--- src/rtl/div_iter_uns_sgn.sv ---
// Iterative restoring divider (unsigned or per-op signed), rowsPerCycle quotient bits per clock.
// Latency: OutValid widthX/rowsPerCycle+1 cycles after accept; 1 cycle when Y==0.
// Backpressure: result held in DONE until OutReady; a new accept is allowed on the release cycle.
module div_iter_uns_sgn #(
  parameter int widthX       = 16,
  parameter int widthY       = 8,
  parameter int rowsPerCycle = 1
) (
  input  logic              CLK,
  input  logic              RST,
  input  logic              InValid,
  output logic              InReady,
  input  logic [widthX-1:0] X,
  input  logic [widthY-1:0] Y,
  input  logic              Signed,
  output logic              OutValid,
  input  logic              OutReady,
  output logic [widthX-1:0] Q,
  output logic [widthY-1:0] R,
  output logic              DivZero
);

  localparam int C  = widthX / rowsPerCycle;
  localparam int CW = (C > 1) ? $clog2(C) : 1;

  localparam logic [1:0] ST_IDLE = 2'd0;
  localparam logic [1:0] ST_BUSY = 2'd1;
  localparam logic [1:0] ST_DONE = 2'd2;

  if (rowsPerCycle < 1 || (widthX % rowsPerCycle) != 0) begin : g_bad_rows
    $error("div_iter_uns_sgn: rowsPerCycle must be >= 1 and divide widthX");
  end
  if (widthY > widthX || widthY < 1) begin : g_bad_width
    $error("div_iter_uns_sgn: widthY must be in 1..widthX");
  end

  logic [1:0]        state_q, state_d;
  logic [CW-1:0]     cnt_q, cnt_d;
  // Dividend magnitude shifts out at the MSB while quotient bits shift in at the LSB.
  logic [widthX-1:0] dvd_q, dvd_d;
  logic [widthY-1:0] rem_q, rem_d;
  logic [widthY-1:0] ymag_q, ymag_d;
  logic              q_neg_q, q_neg_d;
  logic              r_neg_q, r_neg_d;
  logic [widthX-1:0] q_q, q_d;
  logic [widthY-1:0] r_q, r_d;
  logic              dz_q, dz_d;

  logic              accept;
  logic [widthX-1:0] x_mag;
  logic [widthY-1:0] y_mag;
  logic [widthY:0]   rem_v;
  logic [widthX-1:0] dvd_v;
  logic [widthY+1:0] sub_v;

  assign InReady  = !RST && ((state_q == ST_IDLE) || ((state_q == ST_DONE) && OutReady));
  assign accept   = InValid && InReady;
  assign OutValid = (state_q == ST_DONE);
  assign Q        = q_q;
  assign R        = r_q;
  assign DivZero  = dz_q;

  assign x_mag = (Signed && X[widthX-1]) ? -X : X;
  assign y_mag = (Signed && Y[widthY-1]) ? -Y : Y;

  // Restoring rows: the borrow of (partial remainder - divisor) decides the quotient bit.
  always_comb begin
    rem_v = {1'b0, rem_q};
    dvd_v = dvd_q;
    sub_v = '0;
    for (int i = 0; i < rowsPerCycle; i++) begin
      rem_v = {rem_v[widthY-1:0], dvd_v[widthX-1]};
      dvd_v = {dvd_v[widthX-2:0], 1'b0};
      sub_v = {1'b0, rem_v} - {2'b00, ymag_q};
      if (!sub_v[widthY+1]) begin
        rem_v    = sub_v[widthY:0];
        dvd_v[0] = 1'b1;
      end
    end
  end

  always_comb begin
    state_d = state_q;
    cnt_d   = cnt_q;
    dvd_d   = dvd_q;
    rem_d   = rem_q;
    ymag_d  = ymag_q;
    q_neg_d = q_neg_q;
    r_neg_d = r_neg_q;
    q_d     = q_q;
    r_d     = r_q;
    dz_d    = dz_q;

    case (state_q)
      ST_BUSY: begin
        dvd_d = dvd_v;
        rem_d = rem_v[widthY-1:0];
        cnt_d = cnt_q + CW'(1);
        if (cnt_q == CW'(C - 1)) begin
          state_d = ST_DONE;
          cnt_d   = '0;
          q_d     = q_neg_q ? -dvd_v : dvd_v;
          r_d     = r_neg_q ? -rem_v[widthY-1:0] : rem_v[widthY-1:0];
          dz_d    = 1'b0;
        end
      end
      ST_DONE: begin
        if (OutReady) state_d = ST_IDLE;
      end
      default: ;
    endcase

    // Accept only happens in IDLE or DONE, so it overrides the DONE release above.
    if (accept) begin
      if (Y == '0) begin
        state_d = ST_DONE;
        q_d     = '1;
        r_d     = X[widthY-1:0];
        dz_d    = 1'b1;
      end else begin
        state_d = ST_BUSY;
        cnt_d   = '0;
        dvd_d   = x_mag;
        rem_d   = '0;
        ymag_d  = y_mag;
        q_neg_d = Signed && (X[widthX-1] ^ Y[widthY-1]);
        r_neg_d = Signed && X[widthX-1];
      end
    end
  end

  always_ff @(posedge CLK) begin
    if (RST) begin
      state_q <= ST_IDLE;
      cnt_q   <= '0;
      dvd_q   <= '0;
      rem_q   <= '0;
      ymag_q  <= '0;
      q_neg_q <= 1'b0;
      r_neg_q <= 1'b0;
      q_q     <= '0;
      r_q     <= '0;
      dz_q    <= 1'b0;
    end else begin
      state_q <= state_d;
      cnt_q   <= cnt_d;
      dvd_q   <= dvd_d;
      rem_q   <= rem_d;
      ymag_q  <= ymag_d;
      q_neg_q <= q_neg_d;
      r_neg_q <= r_neg_d;
      q_q     <= q_d;
      r_q     <= r_d;
      dz_q    <= dz_d;
    end
  end

endmodule
--- config.mk ---
export PLATFORM = sky130hd
export DESIGN_NAME = div_iter_uns_sgn
export DESIGN_NICKNAME = d
export VERILOG_FILES = /design/src/rtl/div_iter_uns_sgn.sv
export SDC_FILE = /design/constraint.sdc
export NUM_CORES = 1
export LEC_CHECK = 0
export BUFFER_PORTS_ARGS = -buffer_cell sky130_fd_sc_hd__buf_4
export CAP_MARGIN = 20
export CORE_ASPECT_RATIO = 1.4
export CORE_MARGIN = 5
export CORE_UTILIZATION = 60
export CTS_BUF_LIST = sky130_fd_sc_hd__clkbuf_4
export CTS_CLUSTER_SIZE = 24
export DETAILED_ROUTE_END_ITERATION = 8
export HOLD_SLACK_MARGIN = 0.1
export PLACE_DENSITY = 0.92
export SLEW_MARGIN = 0
export SYNTH_ARGS = -nofsm -noshare
export SYNTH_HDL_FRONTEND = slang
export SYNTH_SLANG_ARGS = --single-unit
--- constraint.sdc ---
create_clock -name CLK -period 4.35 [get_ports CLK]
set_input_delay 0.87 -clock CLK [delete_from_list [all_inputs] [get_ports CLK]]
set_output_delay 0.87 -clock CLK [all_outputs]
set_load 0.05 [all_outputs]
==> impl_metrics.toml <==
[timing]
slew_viol_final = 0
tightest_slew_ps = 998
post-route-period-util = 0.861
setup_viol = 0
hold_viol_final = 0
maxSlewHeadroom = 0.335
rsz0062_at_grt = "no"
tns_ps = 0
clock_skew_ps = 16.2
fmax_mhz = 267
layout_min_cycle_time_ps = 3740

[clocking]
htreeDepth = 3
cts_max_path_buffers = 2
cts_num_sinks = 65
path_clk_slew_ps = 120
cts_setup_buffers = 0
cts_tree = "done"
clock_latency_ps = 420
cts_resized = 0
postCtsHoldBufs = 0
clockRootBuffer = "clkbuf_4"
cts_inserted_buffers = 9

[global_routing]
grt_pass1_wl_um = 18400
grt_util_all_layers = 0.277
grt_max_degree = 53
grt_pass1_vias = 3915
gr-total-overflow = 0
antenna_found_initial = 0

[route]
wl_per_cell_um = 17.8
drt_iter0_drc = 355
drc = 0
ant_nets = 0
firstDrtPassIters = 5
vias = 4040
vias_per_cell = 6.27
wl_um = 11400

[die]
start_util = 0.611
rows = 35
die_x_um = 79.1
die_area_mm2 = 0.00845
die_h_um = 107
io_pins = 56
placeableCoreArea_mm2 = 0.00657

[worst_setup_path]
endpoint_kind = "flip-flop"
required_ps = 4680
crit_path_start_kind = "flip-flop"
cp_slowest_stage_delay_ps = 390
critPathMaxFanout = 21
setup.worst_path.class = "reg -> reg"
crit_chain = "ha_1, o21ai_2, a21oi_2, o21a_1, o21ai_2, nand2_2, inv_2, mux2i_1, ha_1, inv_1, or3_1, and3_1, o21ai_0, o211ai_1, a311oi_1"
worstPathArrival_ps = 4070
crit_path_top_delay_cell = "or3_1"

[synthesis]
synthTopCellsByArea = "dfxtp_1, nand2_1, nor2_1, xor2_1, a21oi_1"
synthFlopType = "dfxtp_1"
ys_types = 52
synth_most_common_cell = "nand2_1"
synthCells = 527
synth_edf_count = 0
syn_area_per_cell_um2 = 7.61
yosysWarnings = 0
netlist_area_mm2 = 0.00401
synth_top_cell_by_area = "dfxtp_1"
yosysSeqAreaShare = 0.324
synth.top_cell.area_share = 0.324
synthArstFlopShare = 0
synth_seq_cells = 65
synthTopCellsByCount = "nand2_1, dfxtp_1, nor2_1"
synth_nets = 570

[status]
status = "finished clean"

[placed_design]
place_congestion = 0.975
placedCellCount = 628
portBuffers = 55
dp_hpwl_um = 8420

[layout]
nets = 608
diodes = 0
layout.cells.non_filler = 644
area_growth_pct = 14.6
drive_gt1_frac = 0.160

[power]
pwr_density_cell_mw_per_mm2 = 423
ir_drop_uv = 316
p_leak_nw = 1.79

[min_path]
hold_class = "reg -> reg"

[run]
cap_viol_max_count = 0
## path summary, 6_finish.rpt
kind,startpoint,endpoint,slack (ps),cells past startpoint
setup / recovery,rem_q[1]$_SDFF_PP0_,R[4]$_SDFF_PP0_,610,15
hold / removal,DivZero$_SDFF_PP0_,DivZero$_SDFF_PP0_,470,2
setup reg to reg,rem_q[1]$_SDFF_PP0_,R[4]$_SDFF_PP0_,610,15
hold reg to reg,DivZero$_SDFF_PP0_,DivZero$_SDFF_PP0_,470,2
## registers in the layout (all words and copies together) (netlist names)
name	flops
R	8
cnt_q	4
Q	16
rem_q	8
r_neg_q	1
ymag_q	8
state_q	2
dvd_q	16
DivZero	1
q_neg_q	1
## report_power, final
group	switching, mW	total, mW	internal, mW
registers	0.0532	0.686	0.633
clock network	0.245	0.536	0.291
logic	0.460	0.724	0.264
## cell type report
type,instances,area [um2]
inverters,21,78.8
multi-input cells,410,2500
flip-flops and latches,65,1300
repair buffers,58,435
clock inverters,7,119
fillers,512,1970
clock buffers,9,67.6
well taps,74,92.6
## layer usage
layer	vias up	GRT usage	part of all wire
met4	0	0.155	0.047
met2	153	0.498	0.53
li1	1939	-	-
met1	1894	0.302	0.37
met5	-	0	0
met3	54	0.0471	0.047
## placed cells by master, fill, tap and decap left out, drive strengths merged, types with 3 or more instances in the layout
master   n
nand3   11
o41ai    3
nand3b   3
and2     4
nor3    14
clkbuf   9
xnor2   15
or4      3
mux2i    4
dfxtp   65
nor2    64
a211oi  25
inv     21
nor2b    4
bufinv   3
ha      13
and3     4
o211ai   3
o31ai   10
nand2b   5
xor2    27
nor3b    3
a21oi   39
buf     58
o21ai   31
clkinv   3
nand2   79
or3      8
a311oi  20
## critical path, delay by kind of cell, from the launching register on
| kind | cells | cell delay (ps) |
|---|---|---|
| AOI/OAI and AO/OA | 7 | 1150 |
| adders and majority gates | 2 | 620 |
| buffers and inverters | 2 | 410 |
| DFF | 1 | 370 |
| muxes | 1 | 340 |
| and+or+nand+nor | 3 | 760 |
## cells by family (layout without fill, tap and decap cells)
kind of cell,Yosys count,in the layout,synth area share
adder cells (fa/ha/maj),14,14,0.0455
flip-flops,65,65,0.324
AO/OA/AOI/OAI,143,143,0.244
multiplexers,4,4,0.00998
AND/OR/NAND/NOR,207,207,0.232
buffers and inverters,52,95,0.0530
XOR/XNOR,42,42,0.0917
## per-stage QoR
stage / hold slack [ps] / power [mW] / utilization / cell area (um2) / setup WS (ps)
2_1_floorplan: 440 / 1.24 / - / 4010 / 1020
3_3_place_gp: 444 / 1.39 / 0.672 / 4410 / 854
6_report: 470 / 1.95 / 0.700 / 4600 / 607
5_1_grt: 504 / 2.04 / 0.700 / 4600 / 378
3_5_place_dp: 454 / 1.40 / 0.672 / 4410 / 671
4_1_cts: 471 / 1.93 / 0.700 / 4600 / 637
No activity file was read; power rests on OpenSTA's default activity.
